===== src/rtl/memory_port_arbiter.sv =====
// memory_port_arbiter: shares one memory port between an instruction-fetch
// requester and a data (load/store) requester. One transaction is in flight
// at a time: IDLE (grant) -> ACCESS (MEM_LATENCY cycles) -> RESPOND (1 cycle).
// Optional build macro ARBITER_ROUND_ROBIN_EN: on simultaneous requests,
// alternate between requesters; otherwise data always wins.
module memory_port_arbiter #(
  parameter int MEM_LATENCY = 2
) (
  input  logic        clock,
  input  logic        reset,
  input  logic        fetch_req,
  input  logic [31:0] fetch_address,
  output logic        fetch_grant,
  output logic        fetch_valid,
  output logic [31:0] fetch_data,
  input  logic        data_req,
  input  logic        data_write,
  input  logic [31:0] data_address,
  input  logic [31:0] data_write_value,
  output logic        data_grant,
  output logic        data_valid,
  output logic [31:0] data_read_value,
  output logic        mem_enable,
  output logic        mem_write,
  output logic [31:0] mem_address,
  output logic [31:0] mem_write_value,
  input  logic [31:0] mem_read_value,
  output logic        busy
);

  typedef enum logic [1:0] {IDLE, ACCESS, RESPOND} state_e;

  localparam logic [3:0] CNT_INIT = 4'(MEM_LATENCY - 1);

  state_e      state_q, state_d;
  logic [3:0]  cnt_q, cnt_d;
  logic        last_q, last_d;   // last winner: 0 = fetch, 1 = data
  logic        win_q, win_d;     // current winner: 0 = fetch, 1 = data
  logic        wr_q, wr_d;       // current transaction is a data store
  logic [31:0] addr_q, addr_d;
  logic [31:0] wval_q, wval_d;
  logic [31:0] rdata_q, rdata_d;
  logic        pick_data;

  // Winner selection among concurrent requests
  always_comb begin
`ifdef ARBITER_ROUND_ROBIN_EN
    if (fetch_req && data_req) pick_data = ~last_q;
    else                       pick_data = data_req;
`else
    // last_winner is still tracked but has no effect on the decision
    pick_data = data_req | (data_req & last_q);
`endif
  end

  // Next-state, latch updates and grant generation
  always_comb begin
    state_d     = state_q;
    cnt_d       = cnt_q;
    last_d      = last_q;
    win_d       = win_q;
    wr_d        = wr_q;
    addr_d      = addr_q;
    wval_d      = wval_q;
    rdata_d     = rdata_q;
    fetch_grant = 1'b0;
    data_grant  = 1'b0;
    unique case (state_q)
      IDLE: begin
        if (!reset && (fetch_req || data_req)) begin
          fetch_grant = ~pick_data;
          data_grant  = pick_data;
          win_d       = pick_data;
          last_d      = pick_data;
          wr_d        = pick_data & data_write;
          addr_d      = pick_data ? data_address : fetch_address;
          if (pick_data) wval_d = data_write_value;
          cnt_d       = CNT_INIT;
          state_d     = ACCESS;
        end
      end
      ACCESS: begin
        if (cnt_q == 4'd0) begin
          rdata_d = wr_q ? 32'h0 : mem_read_value;
          state_d = RESPOND;
        end else begin
          cnt_d = cnt_q - 4'd1;
        end
      end
      RESPOND: state_d = IDLE;
      default: state_d = IDLE;
    endcase
  end

  // State and latch registers with synchronous reset
  always_ff @(posedge clock) begin
    if (reset) begin
      state_q <= IDLE;
      cnt_q   <= 4'd0;
      last_q  <= 1'b0;
      win_q   <= 1'b0;
      wr_q    <= 1'b0;
      addr_q  <= 32'h0;
      wval_q  <= 32'h0;
      rdata_q <= 32'h0;
    end else begin
      state_q <= state_d;
      cnt_q   <= cnt_d;
      last_q  <= last_d;
      win_q   <= win_d;
      wr_q    <= wr_d;
      addr_q  <= addr_d;
      wval_q  <= wval_d;
      rdata_q <= rdata_d;
    end
  end

  // Memory-side and response-side outputs derived from registered state
  always_comb begin
    mem_enable      = (state_q == ACCESS);
    mem_write       = (state_q == ACCESS) && wr_q;
    mem_address     = addr_q;
    mem_write_value = wval_q;
    busy            = (state_q != IDLE);
    fetch_valid     = (state_q == RESPOND) && !win_q && !reset;
    data_valid      = (state_q == RESPOND) &&  win_q && !reset;
    fetch_data      = rdata_q;
    data_read_value = rdata_q;
  end

endmodule


===== config.mk =====
export PLATFORM = sky130hd
export DESIGN_NAME = memory_port_arbiter
export DESIGN_NICKNAME = d
export VERILOG_FILES = /design/src/rtl/memory_port_arbiter.sv
export SDC_FILE = /design/constraint.sdc
export NUM_CORES = 1
export LEC_CHECK = 0
export CORE_AREA = 2 2 128 130
export CTS_CLUSTER_SIZE = 28
export DETAILED_ROUTE_END_ITERATION = 7
export DIE_AREA = 0 0 130 132
export PLACE_DENSITY_LB_ADDON = 0.3
export RECOVER_POWER = 25
export SETUP_SLACK_MARGIN = 0.4
export SLEW_MARGIN = 20
export SYNTH_ARGS = -nofsm -noshare
export SYNTH_HDL_FRONTEND = slang
export SYNTH_SLANG_ARGS = --single-unit

===== constraint.sdc =====
create_clock -name clock -period 3.5 [get_ports clock]
set_input_delay 0.525 -clock clock [delete_from_list [all_inputs] [get_ports clock]]
set_output_delay 0.525 -clock clock [all_outputs]
set_load 0.1 [all_outputs]

==> out/qor_table.md <==
| Parameter | This run |
|:---|:---|
| #FFs+latches synth | 104 |
| Buf+Inv Stages, Crit Path | 1 |
| Category of cells accounting for the largest share of critical-path delay | simple AND/OR/NAND/NOR gates |
| Initial antenna violation count | 0 |
| Unrepaired setup endpoints after global routing | false |
| Max Clock Freq | 0.3638 GHz |
| Layout cells sized above 1 | 5.525% |
| Cells on worst reg2reg path | 3 |
| Initial DRC count | 134 |
| Number of resized instances in the post-cts repair step | 0 |
| Placer Congestion | 0.7409 |
| Fraction of the core area covered by cells at the end of the flow | 47.90% |
| Remaining number of nets flagged by the antenna check after routing | 0 |
| Mean number of vias per cell | 4.811 |
| Total power per unit cell area | 583.9 mW/mm^2 |
| Clock period minus final worst setup slack | 2749 ps |
| Library cells used by synthesis | 37 |
| Commonest non-fill, non-tap cells in the layout | sky130_fd_sc_hd__clkdlybuf4s50_1 (257), sky130_fd_sc_hd__dfxtp_1 (104), sky130_fd_sc_hd__o21ai_0 (66), sky130_fd_sc_hd__a21oi_1 (66), sky130_fd_sc_hd__nand2b_1 (33) |
| Post-synthesis instance area | 0.004623 mm^2 |
| X dimension of the die | 130 um |
| Final critical-path share of the clock period | 78.53% |
| Detailed-route DRC error count | 0 |
| Clock latency of the later-clocked register in the worst-skew pair | 340 ps |
| Die height | 132 um |
| FF-to-FF End | mem_write_value[5] |
| Port bufs | 267 |
| Effective utilization at floorplan | 29.42% |
| Worst Max-Slew Pin Slew | 1701 ps |
| Synthesized netlist net count | 650 |
| Maximum number of pins on one net before global-route repair | 80 |
| Flop-to-flop setup slack | 1110 ps |
| Worst clock skew on the final layout | 5.416 ps |
| Arrival @ worst endpoint | 2980 ps |
| Full die area | 0.01716 mm^2 |
| Placed wire-length estimate after detailed placement | 10,460 um |
| Run status | complete, but fails checks |
| Number of logic stages on the critical path including buffering | 4 |
| Synthesized netlist cell count | 515 |
| Rel. slew slack | -13.40% |
| Setup TNS | 0 ps |
| Post-synthesis area per instance | 8.977 um^2 |
| Startpoint of the worst setup timing path | fetch_req |
| Class of the most critical setup path | in2reg |
| Highest cell delay on the worst timing path | 1270 ps |
| Overall power consumption | 0.004394 W |
| End point of the critical path | wr_q |
| CTS sink cnt | 104 |
| Hold buffer count at cts | 0 |
| Global router's overall resource usage | 16.39% |
| Max rail drop VDD | 0.2394 mV |
| Required time at the worst-slack endpoint | 3730 ps |
| Count of final setup violators | 0 |
| Post CTS Setup Buffer Count | 0 |
| Via count of the first global-routing pass | 4,490 |
| Buffer type at the clock tree root | sky130_fd_sc_hd__clkbuf_16 |
| Violated checks | capacitance limit, slew limit |
| Layout Nets | 854 |
| Antenna cell count | 0 |
| Number of iterations in the first detailed-routing pass | 5 |
| Class of the tightest hold or removal check | reg2reg |
| Count of fill cells added during filler insertion | 1,472 |
| Total vias in the final route | 4,522 |
| TritonCTS buffer count | 9 |
| Reg2reg start | state_q[0] |
| Placement row count | 46 |
| Routed wire length | 14,440 um |
| Max-capacitance violation count | 2 |
| Avg WL per Cell | 15.36 um |
| Synthesis-to-layout area growth | 62.79% |
| Crit-path cells | dlygate4sd3_1 > or2_0 > a21oi_1 > a22o_1 |
| GRT Residual Overflow | 0 |
| Max Transition Viols Final | 74 |
| Number of ports placed on the die boundary | 268 |
| Deepest clock path buffer count | 2 |
| Final hold violations | 0 |
| First-pass GRT wire length | 22,540 um |
| Startpoint class of the critical path | primary input |
| Floorplan Core Area | 0.01571 mm^2 |
| Critical Path Fanout Max | 34 |
| CTS tree | done |
| Most frequent standard cell in the layout excluding fill and tap cells | sky130_fd_sc_hd__clkdlybuf4s50_1 |
| Slowest-stage cell, CP | sky130_fd_sc_hd__or2_0 |
| Yosys Warn Count | 0 |
| Clock transition at the register clock pins on the worst setup and hold paths after CTS | 70 ps |
| Sequential area share after synthesis | 45.03% |
| Leakage Power | 2.662 nW |
| CTS H-tree depth | 3 |
| Kind of end point of the critical path | register |
-- per-layer routing --
layer	track usage, %	vias up	wire [um]
li1	-	2220	-
met1	18.65	2085	5931
met2	28.56	190	7179
met3	3.896	27	933
met4	7.706	0	396
met5	0	-	0
-- synth_stat cells, drive strengths merged --
cell | number | share of area, %
a211oi | 32 | 5.2
a21o | 1 | 0.16
or3b | 2 | 0.38
dfxtp | 104 | 45
o21ai | 66 | 7.1
a21boi | 2 | 0.32
clkbuf | 32 | 2.6
nor2 | 5 | 0.46
and2 | 1 | 0.14
nor3 | 2 | 0.22
inv | 4 | 0.32
nor4bb | 1 | 0.22
or2 | 2 | 0.27
nor4b | 3 | 0.70
a311oi | 1 | 0.19
a22oi | 1 | 0.16
nand4b | 32 | 6.1
nor3b | 1 | 0.27
a221o | 1 | 0.22
mux2i | 32 | 6.9
nor2b | 1 | 0.14
o221ai | 1 | 0.19
clkinv | 1 | 0.081
or3 | 1 | 0.14
nand2 | 32 | 2.6
or4 | 2 | 0.32
nand2b | 33 | 4.5
ha | 2 | 0.54
buf | 50 | 7.2
a21oi | 66 | 7.1
a22o | 1 | 0.19
-- registers in the layout, indices dropped and copies added (netlist names) --
signal           count
cnt_q                4
state_q              2
wr_q                 1
mem_address         32
mem_write_value     32
win_q                1
data_read_value     32
-- worst register-to-register path: stages, from the launching register on --
cell and delay (ps):
sky130_fd_sc_hd__dfxtp_1 400, sky130_fd_sc_hd__nor4b_1 660, sky130_fd_sc_hd__clkbuf_2 920, sky130_fd_sc_hd__o21ai_0 250
-- cells by family after synthesis --
group           Yosys count  synth area share (%)
flops                   104                 45.03
buf+inv                  87                 10.20
compound gates          172                 20.92
fa+ha+maj                 2                0.5412
mux                      32                 6.928
simple gates            118                 16.37
-- power breakdown --
group	switching, W	internal (W)
Combinational	0.00146	0.000519
Clock	0.000437	0.000591
Sequential	0.0000791	0.00131
-- cell type report --
| cell class | count | area, um^2 | share of cell area, % |
|---|---|---|---|
| flip-flops and latches | 104 | 2082 | 27.66 |
| multi-input cells | 324 | 2096 | 27.85 |
| clock inverters | 5 | 55.05 | 0.7315 |
| repair buffers | 275 | 2751 | 36.56 |
| well taps | 216 | 270.3 | 3.591 |
| inverters | 5 | 18.77 | 0.2494 |
| clock buffers | 11 | 252.7 | 3.358 |
-- metrics by stage --
stage | cells | hold slack, ps | setup WS (ps) | cell area, um^2
2_1_floorplan | 515 | 461.4 | 25.33 | 4642
3_3_place_gp | 924 | 454.6 | 1126 | 7234
3_5_place_dp | 924 | 465.7 | 1077 | 7234
4_1_cts | 940 | 476.4 | 938.7 | 7542
5_1_grt | 940 | 492.5 | 480.3 | 7526
6_report | 940 | 476.5 | 751.3 | 7526
-- worst min path at each step --
stage	startpoint	slack, ps	to	cells past startpoint
CTS	mem_write_value[4]	480	mem_write_value[4]	2
detailed placement	mem_write_value[28]	470	mem_write_value[28]	2
global placement	mem_write_value[28]	450	mem_write_value[28]	2
floorplan	win_q	460	win_q	1
finish	mem_write_value[3]	480	mem_write_value[3]	2
global route	mem_write_value[3]	490	mem_write_value[3]	2
Power figures use the tool's default switching activity.
